[config.mk]
export PLATFORM = sky130hd
export DESIGN_NAME = counter_monitor
export DESIGN_NICKNAME = d
export VERILOG_FILES = /design/src/rtl/counter_monitor_pkg.sv /design/src/rtl/counter_seq_classify.sv /design/src/rtl/counter_monitor.sv
export SDC_FILE = /design/constraint.sdc
export NUM_CORES = 1
export LEC_CHECK = 0
export ABC_AREA = 0
export CORE_MARGIN = 2
export CORE_UTILIZATION = 30
export DETAILED_ROUTE_END_ITERATION = 7
export GPL_TIMING_DRIVEN = 1
export PLACE_DENSITY = 0.62
export SLEW_MARGIN = 10
export SYNTH_ARGS = -nofsm -noshare
export SYNTH_HDL_FRONTEND = slang
export SYNTH_SLANG_ARGS = --single-unit
[constraint.sdc]
create_clock -name clk -period 3.1 [get_ports clk]
set_input_delay 0.31 -clock clk [delete_from_list [all_inputs] [get_ports clk]]
set_output_delay 0.31 -clock clk [all_outputs]
set_load 0.1 [all_outputs]
[src/rtl/counter_monitor_pkg.sv]
// Shared types for counter_monitor: FSM states, mode encodings, transition
// classes and the even/odd successor tables of the observed 3-bit counter.
package counter_monitor_pkg;

  typedef enum logic [1:0] {
    ST_ACQ   = 2'b00,
    ST_EVEN  = 2'b01,
    ST_ODD   = 2'b10,
    ST_FAULT = 2'b11
  } state_t;

  localparam logic [1:0] MODE_UNKNOWN = 2'b00;
  localparam logic [1:0] MODE_EVEN    = 2'b01;
  localparam logic [1:0] MODE_ODD     = 2'b10;
  localparam logic [1:0] MODE_FAULT   = 2'b11;

  typedef enum logic [2:0] {
    CLS_EVEN_STEP  = 3'd0,
    CLS_ODD_STEP   = 3'd1,
    CLS_ENTER_EVEN = 3'd2,
    CLS_ENTER_ODD  = 3'd3,
    CLS_ZERO       = 3'd4,
    CLS_ILLEGAL    = 3'd5
  } cls_t;

  // Only meaningful for an even argument.
  function automatic logic [2:0] even_succ(input logic [2:0] v);
    case (v)
      3'd0:    return 3'd2;
      3'd2:    return 3'd4;
      3'd4:    return 3'd6;
      default: return 3'd0;
    endcase
  endfunction

  // Only meaningful for an odd argument.
  function automatic logic [2:0] odd_succ(input logic [2:0] v);
    case (v)
      3'd7:    return 3'd5;
      3'd5:    return 3'd3;
      3'd3:    return 3'd1;
      default: return 3'd7;
    endcase
  endfunction

endpackage

[src/rtl/counter_seq_classify.sv]
// Classifies one observed counter transition (prev_q -> q_in).
// Purely combinational, no state, no backpressure.
module counter_seq_classify
  import counter_monitor_pkg::*;
(
  input  logic [2:0] prev_q,
  input  logic [2:0] q_in,
  output cls_t       cls
);

  logic prev_odd;

  assign prev_odd = prev_q[0];

  // Step/enter classes take precedence over ZERO, so 6->0 is a wrap and 7->0 an entry.
  always_comb begin
    cls = CLS_ILLEGAL;
    if (!prev_odd && q_in == even_succ(prev_q)) begin
      cls = CLS_EVEN_STEP;
    end else if (prev_odd && q_in == odd_succ(prev_q)) begin
      cls = CLS_ODD_STEP;
    end else if (prev_odd && q_in == prev_q + 3'd1) begin
      cls = CLS_ENTER_EVEN;
    end else if (!prev_odd && q_in == prev_q - 3'd1) begin
      cls = CLS_ENTER_ODD;
    end else if (q_in == 3'd0 && prev_q != 3'd6 && prev_q != 3'd1) begin
      cls = CLS_ZERO;
    end
  end

endmodule

[src/rtl/counter_monitor.sv]
// Watches a 3-bit even/odd counter, decodes direction, flags errors/wraps; pulses one cycle after the sample.
// No backpressure; COUNTER_MONITOR_LAPCNT_EN enables the saturating lap counter (otherwise lap_cnt = 0).
module counter_monitor
  import counter_monitor_pkg::*;
#(
  parameter int ERR_THRESH = 3,
  parameter int LAP_W      = 8
) (
  input  logic             clk,
  input  logic             rst,
  input  logic [2:0]       q_in,
  input  logic             clr,
  output logic [1:0]       mode,
  output logic             err_pulse,
  output logic             wrap_pulse,
  output logic             fault,
  output logic [LAP_W-1:0] lap_cnt
);

  localparam logic [3:0] THRESH = 4'(ERR_THRESH);

  state_t     state_q, state_d;
  logic [2:0] prev_q;
  logic       prev_vld;
  logic [3:0] err_run, err_run_d, err_run_inc;
  cls_t       cls;
  logic       is_illegal;
  logic       is_wrap;

  counter_seq_classify u_classify (
    .prev_q (prev_q),
    .q_in   (q_in),
    .cls    (cls)
  );

  assign is_illegal  = prev_vld && (cls == CLS_ILLEGAL);
  assign is_wrap     = prev_vld && (state_q != ST_FAULT) &&
                       (((cls == CLS_EVEN_STEP) && (prev_q == 3'd6)) ||
                        ((cls == CLS_ODD_STEP)  && (prev_q == 3'd1)));
  assign err_run_inc = (err_run == 4'hF) ? 4'hF : err_run + 4'd1;

  always_comb begin
    state_d   = state_q;
    err_run_d = err_run;
    if (clr) begin
      state_d   = ST_ACQ;
      err_run_d = 4'd0;
    end else if (prev_vld) begin
      if (cls == CLS_ILLEGAL) begin
        err_run_d = err_run_inc;
        if (err_run_inc >= THRESH) state_d = ST_FAULT;
      end else begin
        err_run_d = 4'd0;
        // Any legal class steers direction; FAULT is sticky until clr/rst.
        if (state_q != ST_FAULT) begin
          case (cls)
            CLS_EVEN_STEP, CLS_ENTER_EVEN: state_d = ST_EVEN;
            CLS_ODD_STEP,  CLS_ENTER_ODD:  state_d = ST_ODD;
            CLS_ZERO:                      state_d = ST_ACQ;
            default:                       state_d = state_q;
          endcase
        end
      end
    end
  end

  always_ff @(posedge clk or posedge rst) begin
    if (rst) begin
      state_q    <= ST_ACQ;
      err_run    <= 4'd0;
      prev_q     <= 3'd0;
      prev_vld   <= 1'b0;
      err_pulse  <= 1'b0;
      wrap_pulse <= 1'b0;
    end else begin
      state_q    <= state_d;
      err_run    <= err_run_d;
      err_pulse  <= !clr && is_illegal;
      wrap_pulse <= !clr && is_wrap;
      if (clr) begin
        prev_vld <= 1'b0;
      end else begin
        prev_vld <= 1'b1;
        prev_q   <= q_in;
      end
    end
  end

  assign mode  = state_q;
  assign fault = (state_q == ST_FAULT);

`ifdef COUNTER_MONITOR_LAPCNT_EN
  logic [LAP_W-1:0] lap_q;

  always_ff @(posedge clk or posedge rst) begin
    if (rst) begin
      lap_q <= '0;
    end else if (!clr && is_wrap && (lap_q != '1)) begin
      lap_q <= lap_q + 1'b1;
    end
  end

  assign lap_cnt = lap_q;
`else
  assign lap_cnt = '0;
`endif

endmodule

==> results of run 1 <==
## power breakdown
part           internal [mW]  leakage [nW]  switching (mW)
registers              0.170         0.156          0.0183
clock network         0.0716        0.0210          0.0584
logic                 0.0690         0.312           0.158
## Yosys cell counts (2+ instances only)
master	instances	area (um^2)
a31oi_1	3	18.8
dfrtp_1	12	300
and2_1	2	12.5
nand4_1	2	12.5
nand2_1	7	26.3
o32ai_1	2	17.5
buf_6	4	45.0
mux2i_1	2	20.0
o211a_1	2	20.0
nor2b_1	3	18.8
nor3_1	2	10.0
inv_1	8	30.0
a211oi_1	2	15.0
a41oi_1	2	17.5
buf_4	9	67.6
ha_1	5	62.6
xor2_1	2	17.5
nor2_1	2	7.51
nand2b_1	3	18.8
nand3_1	6	30.0
a21oi_1	4	20.0
mux2_2	3	33.8
xnor2_1	3	26.3
## layout make-up
type	instances	area share
Timing Repair Buffer	10	0.0898
Sequential cell	12	0.276
Multi-Input combinational cell	79	0.522
Tap cell	44	0.0506
Clock buffer	4	0.0334
Inverter	8	0.0276
## registers in the layout (all words and copies together), names as in the netlist
signal	count
prev_q	3
err_pulse	1
prev_vld	1
wrap_pulse	1
err_run	4
mode	2
## cells by family after synthesis
| logic type | after synthesis | share of synthesized area |
|---|---|---|
| and+or+nand+nor | 33 | 0.181 |
| adders and majority gates | 5 | 0.0633 |
| DFF | 12 | 0.304 |
| muxes | 5 | 0.0544 |
| AOI/OAI and AO/OA | 22 | 0.173 |
| xor gates and xnor gates | 6 | 0.0722 |
| buffers and inverters | 22 | 0.148 |
| other | 1 | 0.00379 |
## metrics by stage
step | hold slack [ns] | utilization | std cells | power [mW] | area [um^2]
floorplan | 0.175 | - | 113 | 0.392 | 1010
global placement | 0.566 | 0.339 | 153 | 0.415 | 1050
detailed placement | 0.566 | 0.339 | 153 | 0.418 | 1050
CTS | 0.361 | 0.350 | 157 | 0.545 | 1090
global route | 0.385 | 0.350 | 157 | 0.573 | 1090
finish | 0.333 | 0.350 | 157 | 0.546 | 1090
## routing by layer
| layer | vias up | wire length (um) | GRT usage | part of all wire |
|---|---|---|---|---|
| met1 | 350 | 854 | 0.164 | 0.45 |
| met2 | 40 | 877 | 0.170 | 0.46 |
| met5 | - | 0 | 0 | 0 |
| met4 | 0 | 4 | 0.0334 | 0.0021 |
| met3 | 2 | 172 | 0.0399 | 0.090 |
| li1 | 378 | - | - | - |
## worst max-delay path, stage by stage, from the launching register on
cell	delay (ns)
dfrtp_1	0.45
inv_1	0.11
ha_1	0.26
xor2_1	0.15
or3_1	0.33
o32a_1	0.28
a311o_1	0.35
o22ai_1	0.13
## worst max path at each step
stage                          from    endpoint  depth (start not counted)
after floorplan             mode[1]     mode[0]                          5
after global placement      q_in[2]     mode[0]                          6
after detailed placement    q_in[2]  err_run[1]                          6
after CTS                 prev_q[0]  err_run[1]                          7
after global routing      prev_q[0]  err_run[1]                          7
final                     prev_q[0]     mode[0]                          7
==> impl_metrics.toml, run 1 <==
[timing]
worst_pin_slew_ns = 0.976
slew_headroom = 0.347
hold_viol = 0
slew_violations = 0
clock_skew_ns = 0.00620
grt_setup_unrepaired = "false"
setup_tns_ns = 0
fin_crit_sh = 0.695
setup_viol = 0
fin_crit_ns = 2.15
fmax_ghz = 0.464
setup_slack_ns = 0.945

[grt]
grt_pass1_vias = 697
gr-usage-all-layers = 0.117
grt_pass1_wl_um = 3220
grt_start_max_net_pins = 13
grt_overflow = 0
antenna_found_initial = 0

[cts]
cts_tree = "built"
holdBufCountCts = 0
clock_latency_ns = 0.28
numCtsBuffers = 3
clock_path_buffers = 2
path_clk_slew_ns = 0.08
clock-sinks = 12
cts_resized = 0
root_buffer = "clkbuf_4"
htreeDepth = 1
cts_setup_buffers = 0

[drt]
drtIter0Drc = 25
viasPerCell = 4.90
first_pass_iters = 4
drc = 0
wire_per_inst_um = 12.2
detail-route-antenna-nets = 0
routed_wl_um = 1910
via_count = 770

[finish]
layout_common_cells = "dfrtp_1 (12), clkdlybuf4s50_1 (9), inv_1 (8), conb_1 (8), nand2_1 (7)"
final_common_cell = "dfrtp_1"
fillers = 334
n_antenna_cell = 0
drive_gt1_frac = 0.106
layout.nets = 125
regArea_um2 = 300
syn_to_final_growth_pct = 10.0
multi_input_area_um2 = 568

[place]
hpwl_um = 1450
dp_slack_ns = 0.767
place_congestion = 0.886
port_buffers = 10

[setup_path]
start_kind = "flip-flop"
reg2reg_from = "prev_q[0]"
end_kind = "flip-flop"
rr_worst_depth = 7
crit_type = "flip-flop to flip-flop"
crit_path_max_fanout = 8
reg2reg_slack_ns = 0.95
rr_endpoint = "mode[0]"
worst_ep_required_time_ns = 3.30
arrival_ns = 2.35

[power]
vdd_drop_max_mv = 0.347
leakage_nw = 0.489
power_density_nw_per_um2 = 502

[floorplanning]
fp.dieArea_um2 = 3770
die_h_um = 61.4
initial_core_util = 0.319
io_pins = 19
fp.dieW_um = 61.4
core.rowCount = 20
core_area_um2 = 3100

[synth]
synth-main-ff-cell = "dfrtp_1"
synth_seq_area_share = 0.304
synth-warning-count = 0
synth-edff-count = 0
ys_ff_latch = 12
synthArstFlopShare = 1.00
syn_inst = 106
netlist_area_um2 = 988
synth.avg_cell_area_um2 = 9.32
yosysUniqueCellTypes = 39

[job]
drv_cap = 0

[outcome]
outcome = "complete, no violations"

[worst_hold_path]
holdCritPathClass = "input pin to asynchronous set/reset pin"
(Power assumes the default switching activity.)
==> run 2: changes to the inputs <==
Clock period 3.1 ns to 2 ns, I/O delays scaled along.
==> impl_metrics.toml, run 2 (synthesized netlist as in run 1, its figures left out) <==
[outcome]
outcome = "complete, no violations"

[worst_hold_path]
holdCritPathClass = "input pin to asynchronous set/reset pin"

[power]
leakage_nw = 0.585
vdd_drop_max_mv = 0.446
power_density_nw_per_um2 = 687
total_power_uw = 894

[floorplanning]
fp.dieW_um = 61.4
core.rowCount = 20
die_h_um = 61.4
core_area_um2 = 3100
initial_core_util = 0.319
io_pins = 19
fp.dieArea_um2 = 3770

[place]
port_buffers = 10
place_congestion = 0.787
place_inst = 165
hpwl_um = 1520

[finish]
regMostFlops = "err_run"
layout.nets = 141
n_antenna_cell = 0
largest_reg_flops = 4
stdcell_count = 173
regArea_um2 = 303
multi_input_area_um2 = 676
layout_common_cells = "buf_4 (20), dfrtp_1 (10), conb_1 (8), nand2_1 (7), inv_1 (6)"
final_common_cell = "buf_4"
fillers = 311
syn_to_final_growth_pct = 31.6
drive_gt1_frac = 0.388

[drt]
viasPerCell = 4.64
first_pass_iters = 4
drtIter0Drc = 13
wire_per_inst_um = 12.3
drc = 0
routed_wl_um = 2140
detail-route-antenna-nets = 0
via_count = 803

[grt]
grt_pass1_vias = 747
grt_pass1_wl_um = 3400
antenna_found_initial = 0
grt_overflow = 0
grt_start_max_net_pins = 13
gr-usage-all-layers = 0.123

[cts]
clock_latency_ns = 0.27
htreeDepth = 1
path_clk_slew_ns = 0.07
cts_tree = "built"
clock_path_buffers = 2
root_buffer = "clkbuf_4"
numCtsBuffers = 3
holdBufCountCts = 0
clock-sinks = 12

[timing]
slew_violations = 0
fmax_ghz = 0.514
hold_viol = 0
setup_viol = 0
clock_skew_ns = 0.00220
fin_crit_sh = 0.972
grt_setup_unrepaired = "true"
holdWs_ns = 0.238
fin_crit_ns = 1.94

[job]
drv_cap = 0

[setup_path]
arrival_ns = 2.13
worst_ep_required_time_ns = 2.19
start_kind = "flip-flop"
crit_path_max_fanout = 8
end_kind = "flip-flop"
crit_type = "flip-flop to flip-flop"
==> run 2: changes by cell type in the layout (fill, tap and decap cells not counted), sizes merged <==
cell           previous run  this run
buf                       1        21
clkdlybuf4s50             9         5
==> run 2: final timing paths <==
path	cells after the start	to	slack [ns]	start
max	7	mode[0]	0.06	prev_q[1]
min	2	prev_q[2]	0.24	rst
max reg2reg	7	mode[0]	0.06	prev_q[1]
min reg2reg	1	prev_q[1]	0.62	prev_q[1]
max in group asynchronous	2	mode[1]	1.42	rst
min in group clk	1	prev_q[1]	0.62	prev_q[1]
==> run 2: repair_timing <==
action | CTS | global route
buffers inserted | 1 | 3
resized for setup | 4 | 17
pin swaps | 1 | 4
endpoints found under the setup margin | 4 | 7
==> run 2: area by class of cell <==
| type | count | share of cell area |
|---|---|---|
| multi-input combinational | 79 | 0.519 |
| tap | 44 | 0.0423 |
| timing repair buffer | 26 | 0.162 |
| inverter | 8 | 0.0231 |
| clock buffer | 4 | 0.0202 |
| sequential | 12 | 0.233 |
==> run 2: routing by layer <==
layer,share of wire,routed length [um],GRT usage
met1,0.49,1050,0.174
met2,0.47,1010,0.176
met3,0.036,76,0.0378
met4,0.0028,6,0.0456
met5,0,0,0
==> run 2: worst max-delay path, stage by stage (launching register included) <==
cell and delay (ns):
dfrtp_1 0.41, inv_2 0.08, ha_4 0.26, xor2_1 0.22, nand3_1 0.16, o32a_4 0.28
a311o_1 0.33, o22ai_2 0.11
==> run 2: stage by stage <==
| stage | setup TNS [ns] | cell area, um^2 | worst slack [ns] | util |
|---|---|---|---|---|
| 2_1_floorplan | 0 | 1020 | 0.0604 | - |
| 3_3_place_gp | -0.129 | 1130 | -0.0984 | 0.366 |
| 3_5_place_dp | -0.251 | 1130 | -0.0948 | 0.366 |
| 4_1_cts | 0 | 1190 | 0.0213 | 0.383 |
| 5_1_grt | -0.0506 | 1300 | -0.0288 | 0.419 |
| 6_report | 0 | 1300 | 0.0559 | 0.419 |
==> run 2: where the power goes <==
part           switching (mW)  internal, mW  total (mW)
sequential             0.0301         0.265       0.295
clock                  0.0767        0.0773       0.154
combinational           0.280         0.165       0.445
